$ cat src/rtl/pong_pkg.sv
// Shared pong definitions: game states, winner codes and screen geometry used by the
// ball, paddle and score blocks.
package pong_pkg;

    typedef enum logic [1:0] {
        IDLE = 2'd0,
        HOLD = 2'd1,
        PLAY = 2'd2,
        OVER = 2'd3
    } state_t;

    localparam int unsigned SCREEN_W = 640;

    // Ball x at or above this value is an underflow of the ball's 10-bit x decrement
    localparam logic [9:0] WRAP_BAND = 10'd960;

    localparam logic [1:0] WIN_NONE = 2'd0;
    localparam logic [1:0] WIN_P1   = 2'd1;
    localparam logic [1:0] WIN_P2   = 2'd2;

endpackage

$ cat src/rtl/hold_timer.sv
// Loadable down-counter that stops at zero; done is high while the count is zero.
// Used for the post-goal serve hold and reusable for paddle input debouncing.
module hold_timer #(
    parameter int unsigned MAX_COUNT = 120,
    localparam int unsigned W = $clog2(MAX_COUNT + 1)
) (
    input  logic         clk,
    input  logic         rst,
    input  logic         load,
    input  logic [W-1:0] load_val,
    output logic         done
);

    logic [W-1:0] count_q;
    logic [W-1:0] count_d;

    always_comb begin
        count_d = count_q;
        if (load) begin
            count_d = load_val;
        end else if (count_q != '0) begin
            count_d = count_q - 1'b1;
        end
    end

    always_ff @(posedge clk) begin
        if (rst) begin
            count_q <= '0;
        end else begin
            count_q <= count_d;
        end
    end

    assign done = (count_q == '0);

endmodule

$ cat src/rtl/score_keeper.sv
// Pong score keeper: detects goals from ball x, keeps both scores, holds the ball at serve
// after each goal and freezes play on a win. Define SCORE_WIN_BY_TWO_EN for win-by-two.
module score_keeper
    import pong_pkg::*;
#(
    parameter int unsigned LEFT_GOAL_X  = 0,
    parameter int unsigned RIGHT_GOAL_X = 630,
    parameter int unsigned WIN_SCORE    = 7,
    parameter int unsigned HOLD_TICKS   = 120,
    parameter int unsigned SCORE_W      = 4
) (
    input  logic               game_clk,
    input  logic               rst,
    input  logic               start,
    input  logic [9:0]         ball_x,
    output logic               ball_rst,
    output logic [SCORE_W-1:0] p1_score,
    output logic [SCORE_W-1:0] p2_score,
    output logic               goal_pulse,
    output logic               game_over,
    output logic [1:0]         winner
);

    localparam int unsigned        HOLD_W    = $clog2(HOLD_TICKS + 1);
    localparam logic [HOLD_W-1:0]  HOLD_LOAD = HOLD_W'(HOLD_TICKS - 1);
    localparam logic [SCORE_W-1:0] WIN_VAL   = SCORE_W'(WIN_SCORE);
    localparam logic [9:0]         LEFT_X    = 10'(LEFT_GOAL_X);
    localparam logic [9:0]         RIGHT_X   = 10'(RIGHT_GOAL_X);

    state_t             state_q, state_d;
    logic [SCORE_W-1:0] p1_q, p1_d;
    logic [SCORE_W-1:0] p2_q, p2_d;
    logic [1:0]         winner_q, winner_d;
    logic               ball_rst_q, ball_rst_d;
    logic               goal_q, goal_d;
    logic               over_q, over_d;

    logic               timer_load;
    logic               timer_done;
    logic               left_goal;
    logic               right_goal;
    logic               game_won;
    logic [1:0]         leader;

    hold_timer #(
        .MAX_COUNT (HOLD_TICKS)
    ) u_hold_timer (
        .clk      (game_clk),
        .rst      (rst),
        .load     (timer_load),
        .load_val (HOLD_LOAD),
        .done     (timer_done)
    );

    // Left goal wins ties so a misconfigured overlap still scores deterministically
    assign left_goal  = (ball_x <= LEFT_X) || (ball_x >= WRAP_BAND);
    assign right_goal = (ball_x >= RIGHT_X) && (ball_x < WRAP_BAND);

`ifdef SCORE_WIN_BY_TWO_EN
    localparam logic [SCORE_W-1:0] SCORE_MAX = '1;

    logic [SCORE_W:0] p1_ext;
    logic [SCORE_W:0] p2_ext;
    logic             p1_at_max;
    logic             p2_at_max;
    logic             p1_lead_win;
    logic             p2_lead_win;

    assign p1_ext      = {1'b0, p1_q};
    assign p2_ext      = {1'b0, p2_q};
    assign p1_at_max   = (p1_q == SCORE_MAX);
    assign p2_at_max   = (p2_q == SCORE_MAX);
    assign p1_lead_win = (p1_q >= WIN_VAL) && (p1_ext >= p2_ext + (SCORE_W + 1)'(2));
    assign p2_lead_win = (p2_q >= WIN_VAL) && (p2_ext >= p1_ext + (SCORE_W + 1)'(2));
    assign game_won    = p1_at_max || p2_at_max || p1_lead_win || p2_lead_win;
    // A saturated score ends the game for its owner even without a two-point lead
    assign leader      = p1_at_max ? WIN_P1 :
                         p2_at_max ? WIN_P2 :
                         (p1_q > p2_q) ? WIN_P1 : WIN_P2;
`else
    assign game_won = (p1_q == WIN_VAL) || (p2_q == WIN_VAL);
    assign leader   = (p1_q == WIN_VAL) ? WIN_P1 : WIN_P2;
`endif

    always_comb begin
        state_d    = state_q;
        p1_d       = p1_q;
        p2_d       = p2_q;
        winner_d   = winner_q;
        goal_d     = 1'b0;
        timer_load = 1'b0;
        unique case (state_q)
            IDLE, OVER: begin
                if (start) begin
                    state_d    = HOLD;
                    timer_load = 1'b1;
                    p1_d       = '0;
                    p2_d       = '0;
                    winner_d   = WIN_NONE;
                end
            end
            HOLD: begin
                if (timer_done) begin
                    if (game_won) begin
                        state_d  = OVER;
                        winner_d = leader;
                    end else begin
                        state_d = PLAY;
                    end
                end
            end
            PLAY: begin
                if (left_goal || right_goal) begin
                    state_d    = HOLD;
                    timer_load = 1'b1;
                    goal_d     = 1'b1;
                    if (left_goal) begin
                        p2_d = p2_q + 1'b1;
                    end else begin
                        p1_d = p1_q + 1'b1;
                    end
                end
            end
        endcase
        ball_rst_d = (state_d != PLAY);
        over_d     = (state_d == OVER);
    end

    always_ff @(posedge game_clk) begin
        if (rst) begin
            state_q    <= IDLE;
            p1_q       <= '0;
            p2_q       <= '0;
            winner_q   <= WIN_NONE;
            ball_rst_q <= 1'b1;
            goal_q     <= 1'b0;
            over_q     <= 1'b0;
        end else begin
            state_q    <= state_d;
            p1_q       <= p1_d;
            p2_q       <= p2_d;
            winner_q   <= winner_d;
            ball_rst_q <= ball_rst_d;
            goal_q     <= goal_d;
            over_q     <= over_d;
        end
    end

    assign ball_rst   = ball_rst_q;
    assign p1_score   = p1_q;
    assign p2_score   = p2_q;
    assign goal_pulse = goal_q;
    assign game_over  = over_q;
    assign winner     = winner_q;

endmodule

$ cat config.mk
export PLATFORM = sky130hd
export DESIGN_NAME = score_keeper
export DESIGN_NICKNAME = d
export VERILOG_FILES = /design/src/rtl/pong_pkg.sv /design/src/rtl/hold_timer.sv /design/src/rtl/score_keeper.sv
export SDC_FILE = /design/constraint.sdc
export NUM_CORES = 1
export LEC_CHECK = 0
export ABC_AREA = 1
export CAP_MARGIN = 20
export CORE_MARGIN = 1.5
export CORE_UTILIZATION = 39
export DETAILED_ROUTE_END_ITERATION = 12
export PLACE_DENSITY = 0.76
export RECOVER_POWER = 100
export REMOVE_ABC_BUFFERS = 1
export SYNTH_ARGS = -nofsm -noshare
export SYNTH_HDL_FRONTEND = slang
export SYNTH_SLANG_ARGS = --single-unit
$ cat constraint.sdc
create_clock -name game_clk -period 3.93 [get_ports game_clk]
set_input_delay 0.393 -clock game_clk [delete_from_list [all_inputs] [get_ports game_clk]]
set_output_delay 0.393 -clock game_clk [all_outputs]
set_load 0.005 [all_outputs]
* Word-level counts from Yosys, hierarchy flattened
Cells that the tools add are included.
Operators by class: equality and inequality tests 13, reduce and logical (&&, ||, !) cells 16, order comparisons 4, $add $sub $neg 3, muxes and demuxes 22, bitwise gates (word level) 1
Operators with widths (count):
- $ge A10 B10 Y1 const B | 2
- $mux W4 | 5
- $pmux W4 S2 | 2
- $mux W2 | 7
- $mux W7 | 2
- $ne A2 B2 Y1 const B | 7
- $reduce_and A4 Y1 | 3
- $le A10 B1 Y1 const B | 1
- $lt A10 B10 Y1 const B | 1
- $add A4 B1 Y4 const B | 2
- $eq A4 B3 Y1 const B | 2
- $logic_not A7 Y1 | 1
- $reduce_bool A7 Y1 | 1
- $sub A7 B1 Y7 const B | 1
- $eq A2 B2 Y1 const B | 3
- $pmux W2 S3 | 1
- $reduce_bool A2 Y1 | 3
- $reduce_or A2 Y1 | 3
- $pmux W2 S2 | 1
- $logic_or A1 B1 Y1 | 3
- $mux W1 | 3
- $eq A2 B1 Y1 const B | 1
- $logic_not A2 Y1 | 1
- $pmux W1 S2 | 1
- other kinds (2) | 2
Storage, ports and cells: bits in registers 22, word-level logic and storage cells 68, output and inout bits 13, input bits 13

* Depth between registers and ports, before layout
word-level depth 6, mapped depth 12, gate-level depth less buffers 12

* Modules after synthesis
A second synthesis with hierarchy kept.
Unflattened totals: cell total of the unflattened synthesis 203, area, all modules 1468.9 um^2
Modules (own cells, without submodules):
- score_keeper | instances 1, cells each 136, area an instance 938.4 um^2, seq. area each 300.3 um^2
- hold_timer | instances 1, cells each 67, area an instance 530.5 um^2, seq. area each 140.1 um^2

* Least setup slack after synthesis
No wires, ideal clock.
path type reg2reg, start point reg state_q[0], end point reg over_q, in the netlist game_over, path buffers 0, period minus slack after synthesis 1.484 ns, path slack 2.446 ns, cell stages (with the launch flop) 11, data arrival time 1.422 ns, setup time 0.062 ns, data required time 3.868 ns, path through dfxtp_1 > inv_1 > ha_1 > inv_1 > nor2_2 > inv_2 > o21ai_0 > inv_1 > a21oi_4 > inv_2 > nor2_2
Between the ends: word-level cells in the longest chain between the ends 4, elaborated cells on any way between the ends 10, classes of those cells eq/ne (4); mux (4); reduce/logical (2)
RTL lines:
- start, declared | line score_keeper.sv:30 | state_t state_q, state_d;
- start signal, assigned | line score_keeper.sv:139 | state_q <= state_d;
- $eq A2 B2 Y1 or $logic_not A2 Y1 (tied branches) | line score_keeper.sv:92 | unique case (state_q)
- $reduce_or A2 Y1 | line score_keeper.sv:92
- $pmux W2 S3 (*) | line score_keeper.sv:92
- $eq A2 B2 Y1 (*) | line score_keeper.sv:126 | over_d = (state_d == OVER);
- end signal, assigned | line score_keeper.sv:145 | over_q <= over_d;
- end, declared | line score_keeper.sv:36 | logic over_q, over_d;
Mark *: on every way between the ends. The rest lies on a longest branch, timed or not. A chain may end at the register's enable or synchronous reset.

* Worst setup path in the final report
Ends and elaborated chain as after synthesis.

==> impl_metrics.ini <==
[status]
status = finished clean

[timing]
finClkSkew_ps = 3.338
layout_min_cycle_time_ps = 1905
drv_slew = 0
grt_setup_unrepaired = no
finalCritPeriodShare_pct = 48.47
max_slew_margin_pct = 65.34
setup_viol = 0
setup-tns-final_ps = 0
worst_pin_slew_ps = 518.3
finalHoldViolCount = 0
setup_ws_ps = 2025
fmax_mhz = 525.0

[clocking]
cts_tree = done
cts.sinks = 22
cts_root_buf = clkbuf_4
ctsHoldBuffers = 0
clockBufferDepth = 2
cts_setup_buffers = 0
ctsHtreeMaxLevel = 1
cts_buffers = 3
cts.reportedPaths.clkPinSlew_ps = 110
clk-insertion-delay-late_ps = 300
cts_resized = 0

[logic_synthesis]
avgSynthCellArea_um2 = 6.917
netlist_area_um2 = 1217
ys_warn_count = 0
synth_cells = 176
yosysUniqueCellTypes = 21
yosysSeqAreaShare_pct = 36.18
ys_ff_latch = 22

[detailed_routing]
viasPerCell = 4.826
drtPass1Iterations = 4
wire_per_inst_um = 10.30
drc = 0
drt_iter0_markers = 25
drtAntennaViolNets = 0
vias = 1139
wirelength_mm = 2.430

[floorplan]
core_area_um2 = 3003
rows = 20
start_util_pct = 40.54
ios = 26
die_x_um = 58.87
fp.dieH_um = 58.87
die_area_um2 = 3466

[setup_path]
cpMostUsedCell = inv_1
reg2reg_depth = 10
crit_buf_inv = 5
worstSetupPathDepth = 10
crit_path_cell_trace = inv_1, ha_1, inv_1, nor2_1, inv_1, o21ai_0, inv_1, a21oi_1, inv_2, nor2_2
crit_arrival_ps = 2160
critPathCaptureType = register
critPathSlowestCell = dfxtp_1
cp_top_family = buffers and inverters
cp_max_fo = 8
worstSetupPathType = reg2reg
cp-start-kind = register
critPathMaxStageDelay_ps = 380
worstPathRequired_ps = 4180

[finish]
multiInputGateArea_um2 = 670.6
final_nets = 223
seq_area_um2 = 440.4
final_cell_mix = 45 x nand2_1, 24 x nor2_1, 22 x dfxtp_1, 19 x inv_1, 18 x a21oi_1
num-fill-cells = 322
final_common_cell = nand2_1
drive_above_1_share_pct = 5.419
diodes = 0
utilization_pct = 49.96
area_growth_pct = 23.23

[placement]
hpwl_mm = 1.861
gp_congestion = 0.7574
dp_slack_ps = 2037
io_buffers = 25

[grt]
gr-usage-all-layers_pct = 16.41
antenna_found_initial = 0
grt_max_degree = 15
grt_overflow_total = 0
grt_pass1_vias = 1047
grt_pass1_wl_mm = 4.353

[pwr]
peakVddDrop_v = 0.0002008
powerDensity_nw_per_um2 = 427.1
power_leakage_nw = 0.6850

[run]
max-cap-violations = 0

[worst_hold_path]
min_delay_path_depth = 2
hold_path.class = reg2reg
-- kinds of logic (layout without fill, tap and decap cells) --
group	Yosys count	after routing	share of synthesized area, %
compound gates	25	25	11.51
xor+xnor	7	7	5.036
fa+ha+maj	5	5	5.139
buf+inv	21	48	6.474
flops	22	22	36.18
simple gates	96	96	35.66
-- path summary, 6_finish.rpt --
check | startpoint | end | slack, ps
worst max-delay path | state_q[0] | game_over | 2030
worst min register to register | winner[0] | winner[0] | 460
worst min-delay path | winner[0] | winner[0] | 460
worst max register to register | state_q[0] | game_over | 2030
-- routing by layer --
layer	share of wire (%)	wire length (um)	track usage (%)
met5	0	0	0
met4	1.2	28	4.870
met1	51	1230	21.14
met2	45	1090	26.67
met3	3.3	80	4.615
-- synthesized netlist by cell type --
master,instances,area share [%]
a21oi_4,1,1.3
nor3_1,2,0.82
o21ai_0,6,2.5
nand2_2,6,3.1
o21ai_2,1,0.72
nand3_1,14,5.8
nand3_2,2,1.6
inv_1,17,5.2
nand3b_1,1,0.62
inv_2,3,0.92
ha_1,5,5.1
a21oi_1,17,7.0
nand4_1,3,1.5
dfxtp_1,22,36
nand2_1,41,13
nor2_4,1,0.92
clkbuf_1,1,0.31
xor2_1,5,3.6
nor2_1,23,7.1
xnor2_1,2,1.4
nor2_2,3,1.5
-- flip-flops by register name, indices dropped and copies added (netlist names) --
name and count:
winner 2, p2_score 4, game_over 1, u_hold_timer.count_q 7
goal_pulse 1, ball_rst 1, state_q 2, p1_score 4
-- worst min-delay path, stage by stage (launching register included) --
cell	delay, ps
dfxtp_1	320
nand2_1	60
a21oi_1	50
-- stage by stage --
| step | area (um^2) | instances | power, mW | hold WS (ps) |
|---|---|---|---|---|
| finish | 1500 | 236 | 0.6407 | 458.9 |
| global route | 1500 | 236 | 0.7007 | 499.8 |
| CTS | 1528 | 236 | 0.6568 | 467.9 |
| floorplan | 1214 | 175 | 0.4898 | 449.5 |
| global placement | 1505 | 233 | 0.5524 | 451.1 |
| detailed placement | 1505 | 233 | 0.5559 | 451.1 |
-- power breakdown --
group / switching (mW) / internal (mW) / leakage, nW / total [mW]
Sequential: 0.0355 / 0.262 / 0.180 / 0.298
Clock: 0.0620 / 0.0358 / 0.0138 / 0.0978
Combinational: 0.135 / 0.110 / 0.491 / 0.245
-- cell type report --
type                    instances  area share (%)
multi-input cells             133           44.70
flip-flops and latches         22           29.36
repair buffers                 25           16.68
inverters                      20           5.004
well taps                      33           2.752
clock buffers                   3           1.501
Note: power is estimated with default switching activity, not from simulation.
